--- config.mk ---
export PLATFORM = sky130hd
export DESIGN_NAME = rtype_encoder
export DESIGN_NICKNAME = d
export VERILOG_FILES = /design/src/rtl/rtype_encoder.sv
export SDC_FILE = /design/constraint.sdc
export NUM_CORES = 1
export LEC_CHECK = 0
export CAP_MARGIN = 25
export CORE_AREA = 2 2 113 115
export DETAILED_ROUTE_END_ITERATION = 6
export DIE_AREA = 0 0 115 117
export GPL_TIMING_DRIVEN = 0
export HOLD_SLACK_MARGIN = 0.03
export PLACE_DENSITY_LB_ADDON = 0.2
export SYNTH_ARGS = -nofsm -noshare
export SYNTH_HDL_FRONTEND = slang
export SYNTH_SLANG_ARGS = --single-unit
--- constraint.sdc ---
create_clock -name clk -period 3.1 [get_ports clk]
set_input_delay 0.62 -clock clk [delete_from_list [all_inputs] [get_ports clk]]
set_output_delay 0.62 -clock clk [all_outputs]
set_load 0.02 [all_outputs]
--- src/rtl/rtype_encoder.sv ---
// Encodes alu_control + register fields into a MIPS R-type word, buffered in a DEPTH-entry FIFO.
// Define RTYPE_ENC_COUNT_EN to add the enc_count popped-word counter port.
module rtype_encoder #(
   parameter int DEPTH = 4
) (
   input  logic        clk,
   input  logic        reset_n,
   input  logic        in_valid,
   output logic        in_ready,
   input  logic [3:0]  in_alu_control,
   input  logic [4:0]  in_rs,
   input  logic [4:0]  in_rt,
   input  logic [4:0]  in_rd,
   input  logic [4:0]  in_shamt,
   output logic        out_valid,
   input  logic        out_ready,
   output logic [31:0] out_instr,
   output logic        err_illegal,
   output logic [3:0]  err_code,
   input  logic        err_clr
`ifdef RTYPE_ENC_COUNT_EN
   ,
   output logic [15:0] enc_count
`endif
);

   localparam int AW = (DEPTH > 1) ? $clog2(DEPTH) : 1;
   localparam int CW = AW + 1;

   logic [31:0]   mem_reg [DEPTH];
   logic [AW-1:0] wr_ptr_reg;
   logic [AW-1:0] rd_ptr_reg;
   logic [CW-1:0] count_reg;
   logic          up_reg;
   logic          err_illegal_reg;
   logic [3:0]    err_code_reg;

   logic [5:0]    funct;
   logic          legal;
   logic          is_shift;
   logic [31:0]   word;
   logic          full;
   logic          accept;
   logic          push;
   logic          pop;

   always_comb begin
      funct    = 6'b000000;
      legal    = 1'b1;
      is_shift = 1'b0;
      case (in_alu_control)
         4'b0000: funct = 6'b100100;
         4'b0001: funct = 6'b100101;
         4'b0010: funct = 6'b100000;
         4'b0011: funct = 6'b100111;
         4'b0100: funct = 6'b100110;
         4'b0110: funct = 6'b100010;
         4'b0111: funct = 6'b101010;
         4'b1001: funct = 6'b011000;
         4'b1010: begin funct = 6'b000000; is_shift = 1'b1; end
         4'b1101: begin funct = 6'b000010; is_shift = 1'b1; end
         4'b1110: funct = 6'b101011;
         4'b1111: begin funct = 6'b000011; is_shift = 1'b1; end
         default: legal = 1'b0;
      endcase
   end

   // Shifts take their amount from shamt and ignore rs; everything else the reverse.
   assign word = {6'b000000, (is_shift ? 5'd0 : in_rs), in_rt, in_rd,
                  (is_shift ? in_shamt : 5'd0), funct};

   // up_reg holds in_ready low during reset and until the first edge afterwards.
   assign full      = (count_reg == CW'(DEPTH));
   assign in_ready  = up_reg & ~full;
   assign out_valid = (count_reg != '0);
   assign out_instr = mem_reg[rd_ptr_reg];
   assign accept    = in_valid & in_ready;
   assign push      = accept & legal;
   assign pop       = out_valid & out_ready;

   assign err_illegal = err_illegal_reg;
   assign err_code    = err_code_reg;

   always_ff @(posedge clk or negedge reset_n) begin
      if (!reset_n) begin
         for (int i = 0; i < DEPTH; i++) mem_reg[i] <= '0;
         wr_ptr_reg <= '0;
         rd_ptr_reg <= '0;
         count_reg  <= '0;
         up_reg     <= 1'b0;
      end else begin
         up_reg <= 1'b1;
         if (push) begin
            mem_reg[wr_ptr_reg] <= word;
            wr_ptr_reg          <= wr_ptr_reg + 1'b1;
         end
         if (pop) rd_ptr_reg <= rd_ptr_reg + 1'b1;
         case ({push, pop})
            2'b10:   count_reg <= count_reg + 1'b1;
            2'b01:   count_reg <= count_reg - 1'b1;
            default: count_reg <= count_reg;
         endcase
      end
   end

   // A new illegal accept beats err_clr; only the first code since clear is kept.
   always_ff @(posedge clk or negedge reset_n) begin
      if (!reset_n) begin
         err_illegal_reg <= 1'b0;
         err_code_reg    <= 4'b0000;
      end else if (accept && !legal) begin
         err_illegal_reg <= 1'b1;
         if (!err_illegal_reg || err_clr) err_code_reg <= in_alu_control;
      end else if (err_clr) begin
         err_illegal_reg <= 1'b0;
         err_code_reg    <= 4'b0000;
      end
   end

`ifdef RTYPE_ENC_COUNT_EN
   logic [15:0] enc_count_reg;

   always_ff @(posedge clk or negedge reset_n) begin
      if (!reset_n) enc_count_reg <= 16'h0000;
      else if (pop) enc_count_reg <= enc_count_reg + 16'h0001;
   end

   assign enc_count = enc_count_reg;
`endif

endmodule

==> results.txt, run 1 <==
- After synthesis, the largest family of logic cells by area is multiplexers.
- Warnings, synthesis: 0
- Timing would allow up to 341 MHz.
- The tree built by TritonCTS fans out to between 100 and 150 sinks.
* Clock power frac: 0.241
- Slew Limit Fails: 0
- Syn Std Cell Area: 5910 sq um
- Worst setup slack before clock tree synthesis: -0.158 ns
- Cell variety after synth: 41
- Number of enable-type register cells in the synthesized netlist: 0
- Setup_tns: 0 ns
- The wire-length estimate of the detail-placed layout is ~7.2 mm.
* Final standard cell count with taps included and fillers excluded: 605
- Fill cell instance count of the final layout: 955
- Dividing total power by cell area gives a power density of 1030 nW/um^2.
- Area of the die: 13500 sq um
* Syn Inst Count: 356
* Remaining number of nets flagged by the antenna check after routing: 0
- The floorplan step set the die width to between 100 and 150 um.
* Residual DRC: 0
- Detailed routing inserted a total of 3195 vias.
- Clock latency reported for the late side of the worst-skew pair: roughly 0.42 ns
- In the final layout, the share of cells above drive strength 1 is 0.444.
- Proportion of power drawn by flip-flops and latches: 0.340
* Per-cell via count in the routed design: 5.28
- Internal power comes to 0.00530 W.
- Total congestion overflow: 0
- Synth Area in Adders: 0.0140
- After the first detailed-routing iteration, the DRC count stood at 160.
* Finish-stage setup viols: 0
* Most common cell in the synthesized netlist: dfrtp_1
- CTS tree: built
* Synthesized flop and latch total: between 100 and 150
* Endpoint required time on the critical path: 2.48 ns
- Total setup buffers inserted after CTS: 0
* Synthesized area per cell: 16.6 sq um
* Post-detailed-routing wire length: 11.1 mm
- Area used by multi-input combinational logic: between 2000 and 3000 sq um
- Data arrives at the worst endpoint at 2.31 ns.
- In this run the standard cell core region covers 12300 sq um.
- Max-cap violations in this run came to 0.
- Leading cell types by count after synthesis: dfrtp_1 (117), mux2_4 (80), mux4_2 (26)
- Cell leakage power: 3.28 nW
- Row generation in the floorplan step produced 41 rows.
- Measured along the y axis, the die boundary spans 117 um.
- Switching share of power: 0.301
- Ant diodes: 0
* Number of buffers inserted during clock tree synthesis: 17
- The initial antenna violation count came to 0.
* Minimum clock period after layout: 2.93 ns
* Final GP Congestion: 0.764
- Longest Clk Path Bufs: 2
- Outcome: completed
- Input and output buffers added on the ports amount to 61.
- Endpoints failing hold: 0
- Slew Limit Headroom: 0.561
- The tightest min-delay check is of the reg2reg type.
- Worst clock skew: 0.00784 ns
* CP max FO: 10
* Simple-gate portion of the synthesized area: 0.0554
* Largest net degree at the start of global routing: 103
- Routed length per instance: 18.4 um
- Setup repair after global routing left no endpoint under its margin.
* Synth async-reset ratio: 1.00
- The most used flip-flop cell after synthesis is dfrtp_1.
- Post-Place Cells: 573
- The share of the synthesized area in compound gates (AO/OA/AOI/OAI) came to 0.0186.
- Summed over all nets, the switching power comes to about 0.0023 W.
- Number of global-route vias before repair: 3444
- During I/O placement, the number of pins put on the boundary was 68.
* Combinational power share: 0.419
- In the global route stage, overall resource usage came out at 0.185.
* Initial Utilization: 0.480
- The share of the Yosys chip area taken by registers is 0.495.
* Type of destination of the critical path: output pin
- Worst Setup Start Kind: flip-flop
- Classification of the worst setup path: reg2out
- Ranked by total cell area, the synthesized netlist is headed by dfrtp_1 (50%), mux2_4 (20%), mux4_2 (9.9%), mux2_2 (4.8%), buf_12 (2.7%).
- Initial DRT Pass Iterations: 4
- Library cell used as clock root buffer: clkbuf_16
* Number of flip-flops in the largest register: 104
- Maximum resistive drop on vdd: 447 uV
- Xor/xnor share of the synthesized area: 0.00889
- At the pin with the least slew margin, the transition time is ~0.66 ns.
* Clk pin slew, worst setup/hold paths: roughly 0.050 ns
- Of the available clock period, the critical path in the final layout requires 0.945.
* Wire length of the first global-routing pass: 18.5 mm
* Cell type with the highest aggregate area in the netlist: dfrtp_1
- Measured against the total synthesized area, the mux share comes to 0.353.
- Combined flip-flop and latch cell area: ~2900 sq um
* Minimum setup slack in the final design: 0.172 ns
* Synth-to-Final Area Change: 24.1%
- Clock H-tree levels: 4
- The share of synthesized area in the top cell type comes to 0.495.
* Number of nets in the final layout: ~480
[kinds of logic after synthesis]
| kind of cell | Yosys count |
|---|---|
| muxes | 133 |
| buffers and inverters | 35 |
| other | 2 |
| and+or+nand+nor | 43 |
| xor gates and xnor gates | 6 |
| DFF | 117 |
| adders and majority gates | 6 |
| AOI/OAI and AO/OA | 14 |
[critical path, cell delays in order, from the launching register on]
cell             delay (ns)
dfrtp_1                0.32
buf_4                  0.24
buf_6                  0.22
mux4_2                 0.55
clkdlybuf4s50_1        0.56
[power by group through the flow]
stage	registers, W	logic (W)	clock network, W
4_1_cts	0.00257	0.00322	0.00187
3_5_place_dp	0.00255	0.00323	0
3_3_place_gp	0.00252	0.00317	0
2_1_floorplan	0.00244	0.00230	0
5_1_grt	0.00266	0.00341	0.00194
6_report	0.00258	0.00318	0.00183
[final cells by class]
type                       instances  share of cell area
inverter                          10             0.00511
sequential                       117               0.399
multi-input combinational        209               0.366
buffer                            24              0.0401
clock inverter                    10              0.0109
tap                              150              0.0256
timing repair buffer              63              0.0885
clock buffer                      22              0.0646
[through the flow]
stage          power, W  utilization  hold slack, ns  area [sq um]
2_1_floorplan   0.00474            -           0.324          5930
3_3_place_gp    0.00569        0.547           0.467          6730
3_5_place_dp    0.00577        0.549           0.464          6760
4_1_cts         0.00766        0.595           0.477          7330
5_1_grt         0.00801        0.596           0.501          7340
6_report        0.00758        0.596           0.475          7340
[cell usage in the layout (no fill, tap or decap), drive strengths merged, types with 2 or more instances in the layout]
cell type        n
or3b             2
conb             7
buf             24
nor3b            5
a22o             4
or2b             5
nand2            4
a21oi            2
clkbuf          24
dfrtp          117
and2            13
o21a             2
clkinvlp         2
xnor2            3
ha               5
mux2i            2
inv             10
nand2b           2
clkinv           7
nor2             4
mux2           105
clkdlybuf4s50   60
xor2             3
and3             2
o21ai            3
mux4            26
[layer usage]
metal	share of wire	vias up	routed length, um	global-route usage
met5	0	-	0	0
met4	0.014	0	155	0.0699
met3	0.036	15	402	0.0536
met2	0.49	57	5400	0.283
met1	0.46	1674	5160	0.252
li1	-	1449	-	-
[what timing repair did]
item / 4_1_cts / 5_1_grt
endpoints found under the hold margin: 15 / 0
endpoints found under the setup margin: 19 / 7
hold buffers: 1 / 0
resized for setup: 5 / 3
[worst paths after layout]
kind                                     from            end  slack (ns)  cells after the start
worst max-delay path            rd_ptr_reg[0]  out_instr[24]        0.17                      4
worst min-delay path             count_reg[2]   count_reg[2]        0.48                      1
worst max register to register   count_reg[0]   count_reg[2]        0.66                     10
worst min register to register   count_reg[2]   count_reg[2]        0.48                      1
max in group asynchronous             reset_n  rd_ptr_reg[1]        1.70                      3
min in group asynchronous             reset_n    mem_reg[74]        0.62                      2
No activity file was read; power rests on OpenSTA's default activity.
==> run 2: changes to the inputs <==
- ABC_CLOCK_PERIOD_IN_PS: not set -> 3100
- CELL_PAD_IN_SITES_DETAIL_PLACEMENT: not set -> 1
- CELL_PAD_IN_SITES_GLOBAL_PLACEMENT: not set -> 2
- CORE_AREA: 2 2 113 115 -> 2 2 124 126
- DIE_AREA: 0 0 115 117 -> 0 0 126 128
- REMOVE_ABC_BUFFERS: not set -> 1
==> results.txt, run 2 (same netlist as run 1, synthesis figures left out) <==
- Power density over the cells: 1060 nW/um^2 (+2.6%)
- Post-route clock period utilization: 0.962 (+0.0169)
- The share of the core filled with cells in the final layout is 0.500 (-0.0965).
- Cell leakage power: 3.30 nW (+0.69%)
- Height of the die: 128 um (+9.4%)
- The via density per instance came to 5.06 (-4.2%).
- The register clock-pin slew on the reported worst setup and hold paths came to 0.06 ns (about the same).
- The number of max-cap violations is 0 (unchanged).
* Number of port buffers: 61 (unchanged)
* Final standard cell count with taps included and fillers excluded: 632 (+4.5%)
- The number of detailed-routing iterations run before antenna repair is 4 (unchanged).
- Worst min-delay path category: in2async
* Worst Setup Start Kind: primary input
* Endpoints failing hold: 0 (unchanged)
- The total global-route track usage was 0.166 (-0.0187).
- The pin count of the biggest net entering global routing came to 66 (-36%).
- TritonCTS built the clock tree.
* Initial Utilization: 0.398 (-0.0825)
- The flow ran to the end, and the final reports show no timing, DRC or antenna violations.
- Fill cell instance count of the final layout: 1440 (+51%)
- Post-Place Cells: 596 (+4.0%)
- Classification of the worst setup path: in2reg
- I/O pin cnt: 68 (unchanged)
* DRT iter0 DRCs: 100 (-38%)
* Library cell used as clock root buffer: clkbuf_16
- Maximum resistive drop on vdd: 411 uV (-7.9%)
* Core area: 14900 sq um (+21%)
- The tightest slew margin relative to the limit was 0.456 (-0.105).
- Final GP Congestion: 0.703 (-8.0%)
- The half-perimeter wire length after placement was 7.94 mm (+11%).
- The number of antenna-violating nets in the routed design is 0 (unchanged).
* Wire length of the first global-routing pass: 20.5 mm (+11%)
- The total vias in the final route was 3197 (+0.063%).
- The final critical-path required period is 2.98 ns (+0.0525 ns).
* Unrepaired setup endpoints after global routing: false
- CP bufs+invs: 4 (+1)
- The signal on the critical path passes through clkdlybuf4s50_1 -> or2b_2 -> o211ai_4 -> buf_4 -> nor3b_4 -> buf_8 -> buf_16 -> mux2_2.
- Leaving out fill and tap cells, the most frequent cell in the layout is dfrtp_1.
- The initial antenna violation count was 0 (unchanged).
- Most used cells in the layout excluding fill and tap cells: dfrtp_1 (116), mux2_4 (80), clkdlybuf4s50_1 (58)
- Actual transition at the worst max-transition pin: 0.815 ns (+0.158 ns)
- The number of nets at the end of the flow came to 467 (-2.1%).
- Highest-delay cell along the critical path: clkdlybuf4s50_1
- Slew Limit Fails: 0 (unchanged)
- The aggregate global routing overflow came to 0 (unchanged).
- The routed wire length per instance was 19.5 um (+5.9%).
- Chip width: 126 um (+9.6%)
- Longest Clk Path Bufs: 2 (unchanged)
* Number of buffers inserted during clock tree synthesis: 17 (unchanged)
- The data required time at the worst endpoint came to 3.40 ns (+0.92 ns).
* Area used by multi-input combinational logic: 2690 sq um (unchanged)
* # clock sinks: 117 (unchanged)
- Type of destination of the critical path: flip-flop
- The maximum fanout encountered on the critical timing path was 11 (+1).
- Area of the die: 16100 sq um (+20%)
- The sequential cell area is 2930 sq um (about the same).
- The row count is 45 (+9.8%).
- Grouping stages by cell kind, the critical path spends the most delay in buffers and inverters.
- Worst clock skew: 0.00530 ns (-0.00254 ns)
- Clock latency reported for the late side of the worst-skew pair: 0.41 ns (about the same)
* Number of global-route vias before repair: 3641 (+5.7%)
* Synth-to-Final Area Change: 25.6%
- Finish-stage setup viols: 0 (unchanged)
* Largest incremental delay on the critical path: 0.69 ns (+0.13 ns)
- Clock H-tree levels: 4 (unchanged)
- Share of final-layout standard cells stronger than drive strength 1: 0.435 (-0.00927)
* Ant diodes: 0 (unchanged)
- The remaining design rule violation count is 0 (unchanged).
* Number of flip-flops in the largest register: 104 (unchanged)
- The detailed-route wire length was 12.3 mm (+11%).
* Maximum clock frequency: 335 MHz (-1.8%)
- Signal arrival time at the worst endpoint: 3.28 ns (+0.97 ns)
run 2: final cells by class:
| type | instances | area share |
|---|---|---|
| sequential | 117 | 0.395 |
| clock inverter | 10 | 0.0206 |
| tap | 188 | 0.0317 |
| multi-input combinational | 209 | 0.362 |
| inverter | 10 | 0.00505 |
| clock buffer | 21 | 0.0633 |
| timing repair buffer | 77 | 0.123 |
run 2: path summary, 6_finish.rpt:
| kind | start | endpoint | slack (ns) | cells past startpoint |
|---|---|---|---|---|
| min in group clk | count_reg[2] | count_reg[2] | 0.48 | 1 |
| max | in_alu_control[1] | mem_reg[38] | 0.12 | 8 |
| min | reset_n | mem_reg[23] | 0.17 | 1 |
| max in group asynchronous | reset_n | rd_ptr_reg[0] | 2.20 | 2 |
| max reg2reg | count_reg[1] | count_reg[2] | 0.69 | 9 |
| min reg2reg | count_reg[2] | count_reg[2] | 0.48 | 1 |
run 2: what timing repair did:
item,CTS,global route
hold buffers,0,0
setup buffers,0,5
pin swaps,0,1
setup endpoints to repair,5,1
gates resized for setup,1,2
run 2: through the flow:
step	setup WS, ns	setup TNS (ns)	hold WS, ns	power [W]	instance area (sq um)
after global placement	-3.23	-476.98	0.462	0.00564	6500
after CTS	0.0212	0	0.179	0.00800	7380
final	0.119	0	0.170	0.00787	7430
after floorplan	0.539	0	0.324	0.00465	5650
after detailed placement	-0.436	-10.58	0.469	0.00585	6760
after global routing	0.0100	0	0.194	0.00831	7430
run 2: layer usage:
layer | share of wire | vias to the layer above | GRT usage
li1 | - | 1425 | -
met4 | 0.0089 | 0 | 0.0491
met3 | 0.035 | 7 | 0.0497
met1 | 0.47 | 1705 | 0.222
met2 | 0.49 | 60 | 0.263
met5 | 0 | - | 0
run 2: where the power goes:
part           internal, W  switching, W  total, W
clock network      0.00140      0.000675   0.00207
logic              0.00198       0.00118   0.00316
registers          0.00219      0.000447   0.00264
total              0.00556       0.00231   0.00787
==> run 3: changes to the inputs <==
- SLEW_MARGIN: not set -> 30
==> results.txt, run 3 (same netlist as run 1, synthesis figures left out) <==
- The number of buffers added by the clock tree synthesis step came to 17 (unchanged).
* Number of port buffers: 61 (unchanged)
* Chip width: 126 um (unchanged)
- The count of final hold-check violations came to 0 (unchanged).
- Detailed-route via count: 3226 (+0.91%)
- STA classifies the critical path startpoint as a primary input.
- In this run the worst hold path is classified as in2async.
- Signal arrival time at the worst endpoint: 3.28 ns (about the same)
- The share of the core filled with cells in the final layout was 0.497 (-0.00295).
* Top delay family on crit path: buffers and inverters
- Global router's overall resource usage: 0.169 (+0.00275)
- Ant diodes: 0 (unchanged)
* Longest Clk Path Bufs: 2 (unchanged)
* Met3 usage in global routing: 0.0492 (-0.000417)
* Type of destination of the critical path: flip-flop
* Endpoint required time on the critical path: 3.40 ns (about the same)
- The die outline area came to 16100 sq um (unchanged).
- Actual transition at the worst max-transition pin: 0.782 ns (-0.0325 ns)
- The starting density of the core was 0.398 (unchanged).
- The achievable clock frequency is 335 MHz (-0.11%).
- Number of flip-flops in the largest register: 104 (unchanged)
- Clk pin slew, worst setup/hold paths: 0.05 ns (about the same)
- The row count is 45 (unchanged).
- In the layout the commonest cells are dfrtp_1 (115), mux2_4 (80), clkdlybuf4s50_1 (58).
- Among the stages of the critical path, the cell type that occurs most often is buf_6.
- Area used by multi-input combinational logic: 2690 sq um (unchanged)
* Maximum resistive drop on vdd: 415 uV (+0.81%)
- The via count of the first global-routing pass is 3651 (+0.27%).
- Share of final-layout standard cells stronger than drive strength 1: 0.442 (+0.00779)
- Finish-stage setup viols: 0 (unchanged)
- List of cells traversed by the critical path: clkdlybuf4s50_1 -> or2b_2 -> o211ai_4 -> buf_4 -> nor3b_4 -> buf_6 -> buf_8 -> buf_6 -> mux2_4
- Wire length of the first global-routing pass: 20.6 mm (+0.20%)
- DRT iter0 DRCs: 87 (-13%)
- Slew Limit Headroom: 0.478 (+0.0223)
- Post-route clock period utilization: 0.963 (+0.00107)
- TritonCTS built the clock tree.
- Fill cell instance count of the final layout: 1459 (+1.3%)
- The number of max-cap violations was 0 (unchanged).
- The sum of internal, switching and leakage power came to 0.00776 W (-1.4%).
- Largest net degree at the start of global routing: 66 (unchanged)
- Worst clock skew: 0.00513 ns (-0.000173 ns)
* Synth-to-Final Area Change: 24.8%
- The total core area is 14900 sq um (unchanged).
- Met2 routing resource usage after global routing: 0.270 (+0.00696)
* Library cell used as clock root buffer: clkbuf_16
* Clock H-tree levels: 4 (unchanged)
- The critical path is of the in2reg type.
- The max-slew violation total from the final report came to 0 (unchanged).
- Initial DRT Pass Iterations: 4 (unchanged)
- The number of top-level design ports came to 68 (unchanged).
- # clock sinks: 117 (unchanged)
- Final GP Congestion: 0.703 (unchanged)
- Clock latency reported for the late side of the worst-skew pair: 0.41 ns (about the same)
* Combined flip-flop and latch cell area: 2930 sq um (about the same)
- Leaving out fill and tap cells, the most frequent cell in the layout is dfrtp_1.
- Number of antenna violations at the first check in global routing: 0 (unchanged)
* Grt peak-use layer: met2
- The maximum fanout encountered on the critical timing path came to 11 (unchanged).
- Largest incremental delay on the critical path: 0.69 ns (about the same)
* Height of the die: 128 um (unchanged)
- Residual DRC: 0 (unchanged)
- Highest-delay cell along the critical path: clkdlybuf4s50_1
- CP bufs+invs: 5 (+1)
- Cell leakage power: 3.29 nW (-0.20%)
- The power per standard cell area came to 1050 nW/um^2 (-0.82%).
* Remaining number of nets flagged by the antenna check after routing: 0 (unchanged)
- Unrepaired setup endpoints after global routing: false
- The via density per instance was 5.04 (-0.35%).
* Total congestion overflow: 0 (unchanged)
* Routed length per instance: 19.6 um (+0.52%)
- The post-route setup TNS was 0 ns (unchanged).
- Minimum clock period after layout: 2.98 ns (+0.00331 ns)
- Number of nets in the final layout: 474 (+1.5%)
* Outcome: completed
- The detailed-route wire length came to 12.5 mm (+1.8%).
- The met1 usage was 0.221 (-0.00118).
- Post-DP HPWL: 8.00 mm (+0.75%)
==> run 3: per-layer routing <==
layer	share of wire	wire length (um)
met3	0.037	461
met1	0.47	5820
met5	0	0
met2	0.48	6070
met4	0.013	167
==> run 3: report_power, final <==
| group | total [W] | leakage [nW] | switching, W | internal, W |
|---|---|---|---|---|
| Combinational | 0.00317 | 1.53 | 0.00118 | 0.00199 |
| Clock | 0.00192 | 0.287 | 0.000685 | 0.00124 |
| Sequential | 0.00266 | 1.48 | 0.000469 | 0.00219 |
| Total | 0.00776 | 3.29 | 0.00234 | 0.00542 |
==> run 3: area by class of cell <==
| class | instances | share of cell area |
|---|---|---|
| Sequential cell | 117 | 0.397 |
| Multi-Input combinational cell | 209 | 0.364 |
| Timing Repair Buffer | 84 | 0.123 |
| Clock buffer | 23 | 0.0647 |
| Tap cell | 188 | 0.0319 |
| Clock inverter | 9 | 0.0137 |
| Inverter | 10 | 0.00508 |
==> run 3: path summary, 6_finish.rpt <==
path,cells after the start,to,startpoint,slack (ns)
worst max-delay path,9,mem_reg[15],in_alu_control[1],0.12
worst min-delay path,1,mem_reg[55],reset_n,0.12
worst max register to register,7,mem_reg[15],count_reg[2],0.68
worst min register to register,1,count_reg[2],count_reg[2],0.48
max in group asynchronous,2,rd_ptr_reg[0],reset_n,2.27
min in group clk,1,count_reg[2],count_reg[2],0.48
==> run 3: metrics by stage <==
stage	hold slack, ns	cell area (sq um)	cells	setup WS, ns
floorplan	0.324	5650	336	0.539
global placement	0.462	6500	585	-3.23
detailed placement	0.472	6690	599	-0.408
CTS	0.132	7290	632	0.0155
global route	0.131	7380	640	0.00294
finish	0.119	7380	640	0.116
==> run 3: timing repair <==
item,4_1_cts,5_1_grt
resized for setup,0,2
gates cloned,0,0
hold buffers,0,0
pin swaps,0,1
endpoints found under the setup margin,3,9
buffers inserted,1,8
